[src/rtl/move_arbiter.sv]
// Tic-tac-toe move arbiter: validates human/AI moves, keeps both boards, detects win/tie.
// Optional per-turn forfeit timer is built only when TURN_TIMEOUT_EN is defined.
module move_arbiter #(
    parameter logic [15:0] TIMEOUT_CYCLES = 16'd1000
) (
    input  logic       clk,
    input  logic       reset,
    input  logic       game_mode,
    input  logic [8:0] btn,
    input  logic [8:0] ai_move,
    input  logic       ai_valid,
    output logic       ai_req,
    output logic [8:0] p1_cells,
    output logic [8:0] p2_cells,
    output logic       p1_turn,
    output logic       p2_turn,
    output logic       p1_win,
    output logic       p2_win,
    output logic       tie,
    output logic       move_err,
    output logic       timeout
);

    typedef enum logic [2:0] {
        P1_TURN,
        P2_TURN,
        CHECK,
        P1_WIN,
        P2_WIN,
        TIE
    } state_t;

    state_t     state, state_next;
    logic [8:0] btn_prev;
    logic [8:0] btn_edge;
    logic [8:0] move_vec;
    logic [8:0] occupied;
    logic [8:0] mover_cells;
    logic       last_p2;
    logic       in_turn;
    logic       accept;
    logic       reject;
    logic       has_line;
    logic       expire;

    function automatic logic line_done(input logic [8:0] c);
        return (&c[2:0]) || (&c[5:3]) || (&c[8:6]) ||
               (c[0] && c[3] && c[6]) || (c[1] && c[4] && c[7]) ||
               (c[2] && c[5] && c[8]) || (c[0] && c[4] && c[8]) ||
               (c[2] && c[4] && c[6]);
    endfunction

    always_comb begin
        btn_edge    = btn & ~btn_prev;
        occupied    = p1_cells | p2_cells;
        mover_cells = last_p2 ? p2_cells : p1_cells;
        has_line    = line_done(mover_cells);
        in_turn     = (state == P1_TURN) || (state == P2_TURN);
        move_vec    = '0;
        case (state)
            P1_TURN: move_vec = btn_edge;
            P2_TURN: move_vec = game_mode ? (ai_valid ? ai_move : '0) : btn_edge;
            default: move_vec = '0;
        endcase
        accept = $onehot(move_vec) && ((move_vec & occupied) == '0);
        reject = (move_vec != '0) && !accept;
    end

    always_comb begin
        state_next = state;
        case (state)
            P1_TURN: begin
                if (accept)      state_next = CHECK;
                else if (expire) state_next = P2_TURN;
            end
            P2_TURN: begin
                if (accept)      state_next = CHECK;
                else if (expire) state_next = P1_TURN;
            end
            CHECK: begin
                // A completed line outranks a full board on the ninth move.
                if (has_line)             state_next = last_p2 ? P2_WIN : P1_WIN;
                else if (occupied == '1)  state_next = TIE;
                else                      state_next = last_p2 ? P1_TURN : P2_TURN;
            end
            default: state_next = state;
        endcase
    end

    always_ff @(posedge clk) begin
        if (reset) begin
            state    <= P1_TURN;
            p1_cells <= '0;
            p2_cells <= '0;
            last_p2  <= 1'b0;
            move_err <= 1'b0;
            btn_prev <= '1;
        end else begin
            state    <= state_next;
            move_err <= reject;
            btn_prev <= btn;
            if (accept) begin
                if (state == P2_TURN) begin
                    p2_cells <= p2_cells | move_vec;
                    last_p2  <= 1'b1;
                end else begin
                    p1_cells <= p1_cells | move_vec;
                    last_p2  <= 1'b0;
                end
            end
        end
    end

`ifdef TURN_TIMEOUT_EN
    logic [15:0] turn_cnt;

    assign expire = in_turn && !accept && (turn_cnt == TIMEOUT_CYCLES - 16'd1);

    always_ff @(posedge clk) begin
        if (reset) begin
            turn_cnt <= '0;
            timeout  <= 1'b0;
        end else begin
            timeout <= expire;
            if (state_next != state || !in_turn) turn_cnt <= '0;
            else                                 turn_cnt <= turn_cnt + 16'd1;
        end
    end
`else
    logic unused_timeout_cfg;

    assign unused_timeout_cfg = ^TIMEOUT_CYCLES ^ in_turn;
    assign expire             = 1'b0;
    assign timeout            = 1'b0;
`endif

    assign p1_turn = (state == P1_TURN);
    assign p2_turn = (state == P2_TURN);
    assign p1_win  = (state == P1_WIN);
    assign p2_win  = (state == P2_WIN);
    assign tie     = (state == TIE);
    assign ai_req  = (state == P2_TURN) && game_mode;

endmodule

[config.mk]
export PLATFORM = sky130hd
export DESIGN_NAME = move_arbiter
export DESIGN_NICKNAME = d
export VERILOG_FILES = /design/src/rtl/move_arbiter.sv
export SDC_FILE = /design/constraint.sdc
export NUM_CORES = 1
export LEC_CHECK = 0
export ABC_AREA = 0
export BUFFER_PORTS_ARGS = -buffer_cell sky130_fd_sc_hd__buf_2
export CAP_MARGIN = 20
export CORE_UTILIZATION = 38
export CTS_BUF_LIST = sky130_fd_sc_hd__clkbuf_16
export DETAILED_ROUTE_END_ITERATION = 10
export GPL_TIMING_DRIVEN = 0
export HOLD_SLACK_MARGIN = 0.12
export PLACE_DENSITY = 0.67
export SETUP_SLACK_MARGIN = 0.02
export SLEW_MARGIN = 20
export SYNTH_ARGS = -nofsm -noshare
export SYNTH_HDL_FRONTEND = slang
export SYNTH_SLANG_ARGS = --single-unit
[constraint.sdc]
create_clock -name clk -period 5.7 [get_ports clk]
set_clock_uncertainty 0.2 [all_clocks]
set_input_delay 0.57 -clock clk [delete_from_list [all_inputs] [get_ports clk]]
set_output_delay 0.57 -clock clk [all_outputs]
set_load 0.01 [all_outputs]
======== Word level (Yosys, flattened, before mapping) ========
Cells that the tools add are included.
storage, ports and cells
  output and inout bits ................... 26
  word-level logic and storage cells ...... 72
  bits of input ports ..................... 22
  register bits after elaboration ......... 32
operators by class
  multiplexer cells ....................... 11
  equal/unequal tests ..................... 8
  bitwise operators ....................... 7
  reduce and logical (&&, ||, !) cells .... 32
  add/subtract/negate cells ............... 8
operators by type and width
  operator                                                               count
  9-bit 2-to-1 mux                                                       3
  9-bit bitwise OR                                                       3
  9-bit AND                                                              2
  9-bit one-hot mux with 2 select lines                                  1
  1-bit logical AND                                                      13
  3-bit 2-to-1 mux                                                       4
  9-bit equality test, second input constant                             1
  9-bit logical NOT                                                      1
  9-bit NOT                                                              1
  3-bit AND reduction                                                    3
  9-bit nonzero test                                                     1
  1-bit by 1-bit adder with 2-bit output                                 4
  1-bit logical OR                                                       7
  2-bit by 2-bit adder with 3-bit output                                 2
  3-bit by 2-bit equality test with 1-bit output, second input constant  2
  3-bit equality test, second input constant                             2
  3-bit one-hot mux with 2 select lines                                  1
  2-bit AND reduction                                                    3
  3-bit by 3-bit adder with 4-bit output                                 1
  4-bit by 1-bit adder with 4-bit output                                 1
  4-bit by 1-bit equality test with 1-bit output, second input constant  1
  3-bit by 1-bit equality test with 1-bit output, second input constant  1
  3-bit logical NOT                                                      1
  1-bit 2-to-1 mux                                                       2
  5 further kinds                                                        5

======== Depth between registers and ports, before layout ========
  depth after elaboration ................. 12
  gate-level depth with buffers ........... 18
  mapped depth without buffers ............ 15

======== Worst setup path after synthesis ========
No wires, ideal clock.
  kind .................................... input-to-reg
  start point ............................. in ai_valid
  end point ............................... reg state[0]
  path buffers ............................ 2
  stages on the path ...................... 16
  data arrival time ....................... 4.978 ns
  setup time .............................. 0.116 ns
  slack ................................... 0.407 ns
  required time ........................... 5.384 ns
  cell sequence ........................... nor2b_1 buf_2 and2_4 a32oi_1 fa_1 fa_1 fa_1 fa_1 fa_1 nor2_1 a31oi_1 or3b_2 nor4_4 buf_6 nand2_4 a31o_1
on the way
  word-level cells in the longest chain between the ends .. 11
  elaborated cells between the ends (all ways) .. 17
  classes of those cells .................. add/sub: 8; eq/ne: 2; mux: 3; bitwise: 1; reduce/logical: 3
ends and longest elaborated chain
  item                                                          RTL line  source
  from (decl)                                                   11        input logic ai_valid,
  9-bit 2-to-1 mux * (2 in a row)                               62        P2_TURN: move_vec = game_mode ? (ai_valid ? ai_move : '0) : btn_edge;
  9-bit one-hot mux with 2 select lines *                       60        case (state)
  1-bit by 1-bit adder with 2-bit output (not written as such)  65        accept = $onehot(move_vec) && ((move_vec & occupied) == '0);
  2-bit by 2-bit adder with 3-bit output (not written as such)  65
  3-bit by 3-bit adder with 4-bit output (not written as such)  65
  4-bit by 1-bit adder with 4-bit output (not written as such)  65
  4-bit by 1-bit equality test with 1-bit output                65
  1-bit logical AND *                                           65
  2-bit by 1-bit != test with 1-bit output (no line) *          -
  2-bit AND reduction (no line) *                               -
  to (signal assigned)                                          99        state <= state_next;
  to (decl)                                                     33        state_t state, state_next;
Every way passes the cells marked *; elsewhere a longest branch is shown, timed or not.
A chain may end at the register's enable or synchronous reset.

======== Worst setup path after layout ========
  start point ............................. reg state[2]
  end point ............................... reg state[0]
on the way
  word-level cells in the longest chain between the ends .. 10
  elaborated cells between the ends (all ways) .. 21
  classes of those cells .................. add/sub: 8; eq/ne: 4; mux: 2; bitwise: 1; reduce/logical: 6
ends and longest elaborated chain
  item                                                                                        RTL line
  3-bit by 1-bit equality test with 1-bit output / 3-bit logical NOT (equally long branches)  60, 71
  9-bit one-hot mux with 2 select lines                                                       60
  1-bit by 1-bit adder with 2-bit output (not written as such)                                65
  2-bit by 2-bit adder with 3-bit output (not written as such)                                65
  3-bit by 3-bit adder with 4-bit output (not written as such)                                65
  4-bit by 1-bit adder with 4-bit output (not written as such)                                65
  4-bit by 1-bit equality test with 1-bit output                                              65
  1-bit logical AND                                                                           65
  2-bit by 1-bit != test with 1-bit output (no line)                                          -
  2-bit AND reduction (no line)                                                               -
Parallel ways exist; a longest one is shown, timed or not.

==> reports/metrics.cfg <==
[run_status]
status=finished clean

[clock_network]
cts.clk_slew.worst_paths_ns=0.05
htree_levels=2
cts_max_path_buffers=2
cts_sinks=32
insertion_delay_ns=0.28
numCtsBuffers=5
cts_tree=yes
root_buffer=clkbuf_16

[synth]
postSynthAreaPerCell_sq_um=9.20
netlist_area_sq_mm=0.00192
ys_ff_latch=32
synthesis.instances=209
async_flop_share_pct=0
yosysSeqAreaShare_pct=33.3
syn-num-nets=239
synth_cell_types=43
synth_edf_count=0
synthFlopType=dfxtp_1
ys.warnings.count=0

[power_and_ir_drop]
peakVddDrop_uv=203
power.density_mw_per_mm2=369
p_leak_nw=0.955

[drt]
vias=1780
final_antenna_net_count=0
finalWirelength_um=5050
drc=0
vias_per_cell=5.39
dr.first_iter.drc_count=143
first_pass_iters=4
wl_per_cell_um=15.3

[floorplanning]
core_sq_mm=0.00479
dieArea_sq_mm=0.00535
die_w_um=73.1
row_count=25
initial_core_util_pct=40.2
die_h_um=73.1
io_pins=48

[placed_design]
placed_cell_area_sq_mm=0.00224
port_buffers=46
place.gp.congestion=0.842
hpwl_um=3740

[sta]
fmax_ghz=0.183
finalCritPeriodShare_pct=96.1
hold_viol=0
hold_ws_ns=0.283
setup_viol=0
setup_tns_ns=0
slew_headroom_pct=58.5
rsz0062_at_grt=no
min_period_ns=5.48
worst_pin_slew_ns=0.621
maxSlewViolCount=0

[critical_path]
path_class=reg -> reg
cp-start-kind=flip-flop
cp-end-kind=flip-flop
crit_arrival_ns=5.45
crit_path_max_fanout=10
crit_required_ns=5.67

[finish]
n_antenna_cell=0
fin_util_pct=50.3
nNetsFinal=292
fillerInstances=480
drive_gt1_share_pct=36.5
design_area_sq_mm=0.00241
syn2layout_area_growth_pct=25.2

[grt]
grt_max_degree=11
grt_antenna_before_repair=0
grt_pass1_vias=1647
grt_use_total_pct=20.5
grt-ovfl-total=0
grt_first_pass_wirelength_um=8090

[job]
maxCapViolCount=0

[hold_path]
min_path_type=reg -> reg

==> registers in the layout (all words and copies together), names as in the netlist <==
signal    cells
last_p2       1
state         3
p1_cells      9
p2_cells      9
move_err      1
btn_prev      9
==> per-stage QoR <==
stage / setup WS, ns / total power [mW] / std cells
finish: 0.222 / 0.888 / 330
global route: 0.00260 / 0.931 / 330
CTS: 0.166 / 0.889 / 330
detailed placement: -0.0413 / 0.588 / 322
global placement: -0.00774 / 0.585 / 322
floorplan: 0.407 / 0.507 / 209
==> final timing paths <==
| check | slack, ns | to | startpoint | cells after the start |
|---|---|---|---|---|
| max | 0.22 | state[0]$_SDFFE_PP0P_ | state[2]$_SDFFE_PP0P_ | 15 |
| min | 0.28 | p1_cells[3]$_SDFFE_PP0P_ | p1_cells[3]$_SDFFE_PP0P_ | 2 |
| max reg2reg | 0.22 | state[0]$_SDFFE_PP0P_ | state[2]$_SDFFE_PP0P_ | 15 |
| min reg2reg | 0.28 | p1_cells[3]$_SDFFE_PP0P_ | p1_cells[3]$_SDFFE_PP0P_ | 2 |
==> power breakdown <==
part | switching [mW] | leakage (nW) | internal (mW)
clock | 0.0982 | 0.0789 | 0.203
sequential | 0.0235 | 0.261 | 0.246
combinational | 0.191 | 0.615 | 0.126
total | 0.312 | 0.955 | 0.575
==> worst max-delay path: stages, from the launching register on <==
cell and delay, ns:
dfxtp_1 0.30, buf_4 0.16, a211oi_4 0.56, a32oi_2 0.27
fa_1 0.54, fa_1 0.54, fa_1 0.43, fa_1 0.41
fa_1 0.39, nor2_1 0.12, a31oi_1 0.10, or3b_2 0.50
nor4_4 0.38, buf_6 0.19, nand2_4 0.07, a31o_1 0.21
==> cells in the final DEF (no fill, tap or decap), types with 2 or more instances in the layout <==
| cell | count |
|---|---|
| o21ai_0 | 3 |
| dfxtp_1 | 32 |
| clkbuf_16 | 5 |
| a32oi_1 | 2 |
| buf_2 | 49 |
| o32ai_1 | 5 |
| buf_4 | 2 |
| buf_6 | 2 |
| nor4_1 | 2 |
| fa_1 | 5 |
| a31oi_1 | 3 |
| clkinv_1 | 2 |
| inv_1 | 16 |
| nor2_1 | 16 |
| or2_2 | 9 |
| clkbuf_1 | 5 |
| nor3b_1 | 3 |
| o31ai_2 | 9 |
| a22oi_1 | 8 |
| nor2b_1 | 11 |
| ha_1 | 3 |
| nor2_2 | 2 |
| o22ai_1 | 6 |
| a21oi_1 | 8 |
| nand4_1 | 10 |
| a32oi_2 | 8 |
| nand2b_1 | 2 |
| inv_2 | 2 |
| nand2_1 | 16 |
==> cells by family after synthesis <==
kind of cell	share of synthesized area, %
other	0.195
muxes	0.586
buffers and inverters	7.23
adders and majority gates	7.16
AOI/OAI and AO/OA	27.7
DFF	33.3
and+or+nand+nor	23.8
==> timing repair <==
| action | in CTS | in global routing |
|---|---|---|
| buffers inserted | 0 | 0 |
| endpoints found under the setup margin | 0 | 16 |
| endpoints found under the hold margin | 0 | 0 |
| hold buffers | 0 | 0 |
| resized for setup | 0 | 1 |
==> cell type report <==
class	instances	area, sq um	area share [%]
well taps	67	83.8	3.48
inverters	18	67.6	2.81
plain buffers	12	71.3	2.96
multi-input cells	147	1150	47.8
clock buffers	5	125	5.20
clock inverters	3	37.5	1.56
repair buffers	46	230	9.57
flip-flops and latches	32	641	26.6
==> per-layer routing <==
layer | wire length, um | global-route usage [%] | vias up
met3 | 355 | 4.83 | 11
met2 | 2230 | 30.9 | 67
li1 | - | - | 873
met5 | 0 | 0 | -
met1 | 2350 | 27.5 | 829
met4 | 112 | 9.80 | 0
==> synthesized netlist by cell type, drive strengths merged, types with 6 or more instances <==
cell / number / area share (%)
dfxtp: 32 / 33
inv: 18 / 3.5
nor2: 18 / 3.8
nand2: 17 / 3.7
nor2b: 11 / 3.6
a32oi: 10 / 7.3
nand4: 10 / 3.3
o31ai: 9 / 5.9
or2: 9 / 2.9
a21oi: 8 / 2.1
a22oi: 8 / 3.1
buf: 7 / 2.7
o22ai: 6 / 2.0
Power figures use the tool's default switching activity.
